**src/rtl/reaction_timer_multi.sv**
```systemverilog
// N-player reaction timer: random wait, then times the first responder in ms ticks.
// Tracks early presses, timeout, latency-compensated result and the session best.
module reaction_timer_multi #(
  parameter int          N_PLAYERS  = 2,
  parameter int          TICK_DIV   = 50000,
  parameter int          TIME_W     = 14,
  parameter int          MAX_TIME   = 9999,
  parameter int          DELAY_MIN  = 1000,
  parameter logic [15:0] DELAY_MASK = 16'h0FFF,
  parameter int          OFFSET     = 5
) (
  input  logic                 clk,
  input  logic                 rst,
  input  logic                 start,
  input  logic [N_PLAYERS-1:0] response,
  output logic                 ready_led,
  output logic                 test_led,
  output logic [N_PLAYERS-1:0] early_led,
  output logic                 overflow_led,
  output logic [N_PLAYERS-1:0] winner,
  output logic [TIME_W-1:0]    rect_time,
  output logic                 time_valid,
  output logic [TIME_W-1:0]    best_time
);

  localparam int W2    = TIME_W + 2;
  localparam int PRE_W = (TICK_DIV > 1) ? $clog2(TICK_DIV) : 1;

  localparam logic [PRE_W-1:0]  PRE_LAST = PRE_W'(TICK_DIV - 1);
  localparam logic [TIME_W-1:0] MAX_T    = TIME_W'(MAX_TIME);
  localparam logic [TIME_W-1:0] MAX_M1   = TIME_W'(MAX_TIME - 1);
  localparam logic [W2-1:0]     MAX_W    = W2'(MAX_TIME);
  localparam logic [W2-1:0]     OFF_W    = W2'(OFFSET);
  localparam logic [W2-1:0]     DMIN_W   = W2'(DELAY_MIN);

  typedef enum logic [2:0] {IDLE, ARMED, TIMING, DONE, EARLY} state_t;

  state_t                 state;
  logic [15:0]            lfsr;
  logic                   start_q;
  logic [N_PLAYERS-1:0]   resp_q;
  logic [PRE_W-1:0]       pre;
  logic [W2-1:0]          wait_cnt;
  logic [TIME_W-1:0]      time_cnt;

  logic                   start_edge;
  logic [N_PLAYERS-1:0]   resp_edge;
  logic [N_PLAYERS-1:0]   first_resp;
  logic                   tick;
  logic                   lfsr_fb;
  logic [W2-1:0]          wait_load;
  logic [W2-1:0]          sum;
  logic [TIME_W-1:0]      sat_time;

  always_comb begin
    start_edge = start & ~start_q;
    resp_edge  = response & ~resp_q;
    // Isolate the lowest set bit so simultaneous presses favour the lowest index.
    first_resp = resp_edge & (~resp_edge + N_PLAYERS'(1));
    tick       = (pre == PRE_LAST);
    lfsr_fb    = lfsr[15] ^ lfsr[13] ^ lfsr[12] ^ lfsr[10];
    wait_load  = DMIN_W + W2'(lfsr & DELAY_MASK);
    sum        = W2'(time_cnt) + OFF_W;
    sat_time   = (sum > MAX_W) ? MAX_T : sum[TIME_W-1:0];
  end

  always_ff @(posedge clk) begin
    if (rst) begin
      state        <= IDLE;
      lfsr         <= 16'hACE1;
      // Capture the live button levels so a press held through reset is not an edge.
      start_q      <= start;
      resp_q       <= response;
      pre          <= '0;
      wait_cnt     <= '0;
      time_cnt     <= '0;
      ready_led    <= 1'b1;
      test_led     <= 1'b0;
      early_led    <= '0;
      overflow_led <= 1'b0;
      winner       <= '0;
      rect_time    <= '0;
      time_valid   <= 1'b0;
      best_time    <= MAX_T;
    end else begin
      lfsr       <= {lfsr[14:0], lfsr_fb};
      start_q    <= start;
      resp_q     <= response;
      time_valid <= 1'b0;
      pre        <= tick ? '0 : pre + PRE_W'(1);

      case (state)
        IDLE, DONE, EARLY: begin
          if (start_edge) begin
            state        <= ARMED;
            wait_cnt     <= wait_load;
            early_led    <= '0;
            winner       <= '0;
            overflow_led <= 1'b0;
            ready_led    <= 1'b0;
            pre          <= '0;
          end
        end

        ARMED: begin
          if (|resp_edge) begin
            state     <= EARLY;
            early_led <= resp_edge;
            ready_led <= 1'b1;
            pre       <= '0;
          end else if (tick) begin
            // The tick that brings the count to zero is the one that fires.
            if (wait_cnt <= W2'(1)) begin
              state    <= TIMING;
              time_cnt <= '0;
              test_led <= 1'b1;
              pre      <= '0;
            end else begin
              wait_cnt <= wait_cnt - W2'(1);
            end
          end
        end

        TIMING: begin
          if (|resp_edge) begin
            state      <= DONE;
            winner     <= first_resp;
            rect_time  <= sat_time;
            time_valid <= 1'b1;
            if (sat_time < best_time) best_time <= sat_time;
            test_led   <= 1'b0;
            ready_led  <= 1'b1;
            pre        <= '0;
          end else if (tick) begin
            if (time_cnt == MAX_M1) begin
              state        <= DONE;
              overflow_led <= 1'b1;
              winner       <= '0;
              rect_time    <= MAX_T;
              time_valid   <= 1'b1;
              test_led     <= 1'b0;
              ready_led    <= 1'b1;
              pre          <= '0;
            end else begin
              time_cnt <= time_cnt + TIME_W'(1);
            end
          end
        end

        default: state <= IDLE;
      endcase
    end
  end

endmodule

```
**config.mk**
```make
export PLATFORM = sky130hd
export DESIGN_NAME = reaction_timer_multi
export DESIGN_NICKNAME = d
export VERILOG_FILES = /design/src/rtl/reaction_timer_multi.sv
export SDC_FILE = /design/constraint.sdc
export NUM_CORES = 1
export LEC_CHECK = 0
export BUFFER_PORTS_ARGS = -buffer_cell sky130_fd_sc_hd__buf_2
export CORE_AREA = 2 2 109 111
export CTS_CLUSTER_SIZE = 28
export DETAILED_ROUTE_END_ITERATION = 10
export DIE_AREA = 0 0 111 113
export PLACE_DENSITY = 0.68
export SYNTH_ARGS = -nofsm -noshare
export SYNTH_HDL_FRONTEND = slang
export SYNTH_SLANG_ARGS = --single-unit
```
**constraint.sdc**
```tcl
create_clock -name clk -period 7.1 [get_ports clk]
set_input_delay 0.355 -clock clk [delete_from_list [all_inputs] [get_ports clk]]
set_output_delay 0.355 -clock clk [all_outputs]
set_load 0.02 [all_outputs]
```
# ---- Word level (Yosys, flattened, before mapping)
# Index checks and enable logic that the tools add are counted.
dict set report totals {
  register_bits 104
  inputBits 5
  out_inout_bits 36
  wordCells 132
}
dict set report op_classes {
  eq_ne 20
  reduce_logical 20
  n_lt_le_gt_ge 3
  muxes 58
  bitwise 10
  add_sub_neg 6
}
# op count
set ops {}
lappend ops {{$mux W16} 12}
lappend ops {{$mux W14} 10}
lappend ops {{$pmux W16 S3} 1}
lappend ops {{$pmux W16 S2} 1}
lappend ops {{$pmux W14 S2} 1}
lappend ops {{$mux W3} 7}
lappend ops {{$ne A2 B2 Y1 const B} 10}
lappend ops {{$reduce_and A5 Y1} 4}
lappend ops {{$add A16 B1 Y16 const B} 1}
lappend ops {{$eq A16 B16 Y1 const B} 1}
lappend ops {{$le A16 B1 Y1 const B} 1}
lappend ops {{$sub A16 B1 Y16 const B} 1}
lappend ops {{$add A14 B3 Y15 const B} 1}
lappend ops {{$gt A15 B14 Y1 const B} 1}
lappend ops {{$mux W1} 15}
lappend ops {{$add A14 B1 Y14 const B} 1}
lappend ops {{$eq A14 B14 Y1 const B} 1}
lappend ops {{$lt A14 B14 Y1} 1}
lappend ops {{$add A10 B12 Y13 const A} 1}
lappend ops {{$ne A3 B3 Y1 const B} 4}
lappend ops {{$mux W2} 5}
lappend ops {{$reduce_bool A2 Y1} 5}
lappend ops {{$pmux W3 S3} 1}
lappend ops {{$reduce_and A3 Y1} 3}
lappend ops {{19 further kinds} 28}

# ---- Logic depth before layout (Yosys ltp)
dict set report depth {
  word_depth 7
  depth_mapped 19
  ltp_nobuf 16
}

# ---- Worst setup path after synthesis
# OpenSTA, ideal clock, no wires.
dict set report synth_timing {
  path_kind {flip-flop to flip-flop}
  from {register time_cnt[1]}
  to {register best_time[12]}
  n_path_buf 3
  stages_incl_launch_ff 20
  required_time_ns 6.979
  setup_time_ns 0.121
  setup_slack_ns 2.653
  arrival_time_ns 4.326
  synth_period_minus_slack_ns 4.447
  cell_sequence {dfxtp_1 -> ha_1 -> buf_2 -> o2111ai_1 -> mux2_2 -> o22ai_1 -> o21ai_0 -> nor4b_1 -> a21oi_1 -> buf_2 -> nor2_1 -> ha_1 -> a21o_1 -> a21o_1 -> a2111oi_0 -> o31ai_1 -> a221oi_2 -> nand2_2 -> buf_6 -> mux2_4}
}
dict set report synth_via {
  elab_chain_len 5
}
# element line_no
set synth_lines {}
lappend synth_lines {{start: declaration} 44} ;# logic [TIME_W-1:0] time_cnt;
lappend synth_lines {{start signal: assignment} 145} ;# time_cnt <= time_cnt + TIME_W'(1);
lappend synth_lines {{$add A14 B3 Y15 *} 63} ;# sum = W2'(time_cnt) + OFF_W;
lappend synth_lines {{$gt A15 B14 Y1} 64} ;# sat_time = (sum > MAX_W) ? MAX_T : sum[TIME_W-1:0];
lappend synth_lines {{$mux W14 *} 64}
lappend synth_lines {{net sat_time[11]} 53} ;# logic [TIME_W-1:0] sat_time;
lappend synth_lines {{$lt A14 B14 Y1 *} 130} ;# if (sat_time < best_time) best_time <= sat_time;
lappend synth_lines {{$reduce_and A3 Y1 (no source line) *} --}
lappend synth_lines {{end signal: assignment} 130}
lappend synth_lines {{end: declaration} 23} ;# output logic [TIME_W-1:0] best_time
# Mark *: on every way through the listed nets, which the timed path passes. The rest lies on a longest branch.
# A chain may end at the register's enable or synchronous reset.

# ---- Worst setup path in the final report
dict set report layout_timing {
  from {register time_cnt[0]}
  to {register best_time[5]}
}
# Same word-level chain as after synthesis.

==> metrics.txt <==
FF/Latch Area=2080 um^2; GR met1 Demand/Resource=between 20% and 30%; vias in the first global route=between 4,000 and 5,000; routing usage on met3=4.34%; via count=4,749; Synth Instances=~690; Final Hold Violating Endpoints=0; Max Fclk=about 180 MHz; Post-Synthesis Cell Area=between 5000 and 6000 um^2; Synth cell types=73; Worst Path Arrival=5920 ps; instance area at placement=just under 6000 um^2; wire per inst=around 15 um; post-route core utilization=a little over half; top-count cell post-synth=nor2_1; power per cell area=around 280 nW/um^2; HPWL after detailed placement=9200 um; Initial Util=49.7%; Peak VDD IR=between 200 and 250 uV; PortBufs=40; Final period util=around four fifths; vias per cell=5.57; layout filler cell count=1,045; H-tree depth=3; core outline area=roughly 11,000 um^2; leakage power=2.48 nW; post-synth top area share=a little under two fifths; sequential fraction of the synthesis area=about 37%; grt ovf=0; total clock sinks=roughly 100; kind of critical path=flip-flop to flip-flop; die footprint=approximately 13,000 um^2; fraction of registers with async set/reset=0%; area grow syn2layout=9.08%; Root Driver=clkbuf_16; TritonCTS Buffers=9; Synth Register Bits=about 100; Finish-stage setup viols=0; gpl congestion=roughly 0.93; Post-Syn Area per Cell=between 8 and 9 um^2; Mapped Nets=between 700 and 800; share of cells above drive strength 1=about 14%; area leader, netlist=dfxtp_1; Total Wirelength=about 13,000 um; post-route ant nets=0; Hold Path Class=input port to flip-flop; clk buf depth=2; most frequent cells after synthesis=114 x nor2_1, 104 x dfxtp_1, 41 x nand2_1, 38 x a21oi_1, 33 x xnor2_1; max_cap viols=0; CTS tree=yes; fin crit period=5680 ps; Max FO, Critical Path=14; Die Y=113 um; drt pass-1 iters=4; Die X=111 um; # hold bufs at CTS=0; endpoint class of the critical path=flip-flop; Clk Latency, worst-skew pair=360 ps; gr usage total=21.2%; Final nets=around 730; setup TNS=0 ps; total power=about 1.7 mW; row count=39; final slew viol count=0; Fin Clk Skew=roughly 11 ps; Design Area, Final=around 6100 um^2; drt initial violations=roughly 220; I/O pin count=41; largest net degree at the start of global routing=83; Setup crit start kind=flip-flop; status=complete, no violations; Slew @ Worst Pin=about 1000 ps; Setup Buffers After CTS=0; first-pass GRT wire length=21,800 um; Primary FF master, synth=dfxtp_1; multi-input logic area=about 3200 um^2; most area-consuming cells after synthesis=dfxtp_1 37%, nor2_1 7.6%, xnor2_1 5.2%; antenna diode count=0; Clk pin slew, worst setup/hold paths=70 ps; GRT Max-Usage Layer=met2; met2 GRT Util=between 30% and 40%; Post-route DRC=0; data required time of the critical path=7340 ps; number of flops mapped to enable cells by yosys=0; RSZ-0062 raised after global routing=no; CTS resizes=0; Relative slew margins=about a third; Yosys warning total=0; initial antenna violation count=0
[area by class of cell]
type / instances / share of cell area [%]
clock buffers: 10 / 3.74
inverters: 29 / 1.78
clock inverters: 6 / 0.839
repair buffers: 44 / 3.77
well taps: 143 / 2.93
multi-input cells: 516 / 52.9
flip-flops and latches: 104 / 34.0
[worst max-delay path, cell delays in order (launching register included)]
cell	delay, ps
dfxtp_1	570
ha_1	490
o2111ai_1	300
nor3_1	340
o32ai_2	180
a21oi_2	230
a22oi_1	150
a21oi_1	830
nor2_1	120
ha_1	330
a21o_1	190
a21o_1	180
a2111oi_0	510
o31ai_1	170
a221oi_2	290
nand2_2	320
mux2_4	380
[final timing paths]
path | startpoint | to | slack, ps | depth (start not counted)
min | response[1] | resp_q[1] | 110 | 1
min reg2reg | lfsr[14] | lfsr[15] | 420 | 1
max | time_cnt[0] | best_time[5] | 1420 | 16
max reg2reg | time_cnt[0] | best_time[5] | 1420 | 16
[layout by cell type, fill, tap and decap left out, types with 3 or more instances in the layout]
cell,count
a211oi_1,11
a21o_1,5
a21oi_1,38
a221oi_1,6
a22oi_1,8
and2_1,3
and3_1,14
buf_2,40
buf_4,4
clkbuf_16,9
dfxtp_1,104
ha_1,17
inv_1,29
mux2_2,4
mux2i_1,9
nand2_1,41
nand2_2,3
nand2b_1,15
nand3_1,18
nand3b_1,3
nand4_1,10
nor2_1,114
nor2b_1,13
nor3_1,21
nor4_1,9
o21ai_0,28
o22ai_1,4
o31ai_1,3
or2_2,12
or3_1,7
or4_1,3
xnor2_1,33
xor2_1,15
[flip-flops by register name, summed over array words and instances (netlist names), 2 cells and up]
signal     flops
best_time     14
rect_time     14
state          3
resp_q         2
winner         2
pre           16
early_led      2
time_cnt      14
wait_cnt      16
lfsr          16
[cells by family (layout without fill, tap and decap cells)]
| family | after synthesis | after routing | share of synthesized area [%] |
|---|---|---|---|
| flip-flops | 104 | 104 | 37.1 |
| XOR/XNOR | 48 | 48 | 7.50 |
| adder cells (fa/ha/maj) | 18 | 18 | 3.97 |
| multiplexers | 16 | 16 | 3.19 |
| AND/OR/NAND/NOR | 305 | 305 | 27.7 |
| buffers and inverters | 67 | 89 | 5.25 |
| AO/OA/AOI/OAI | 129 | 129 | 15.3 |
[through the flow]
step	setup slack, ps	hold slack, ps	std cells
floorplan	2650	383	687
global placement	1890	395	836
detailed placement	1520	397	836
CTS	1490	99.9	852
global route	983	102	852
finish	1420	109	852
[report_power, final]
group          internal, mW  switching, mW  leakage (nW)
clock network         0.244          0.230         0.133
registers             0.653         0.0676         0.848
logic                 0.197          0.342          1.50
[layer usage]
layer | vias to the layer above | wire length (um) | part of all wire (%)
li1 | 2413 | - | -
met1 | 2234 | 5780 | 45
met2 | 78 | 6320 | 49
met3 | 24 | 407 | 3.2
met4 | 0 | 347 | 2.7
met5 | - | 0 | 0
No activity file was read; power rests on OpenSTA's default activity.
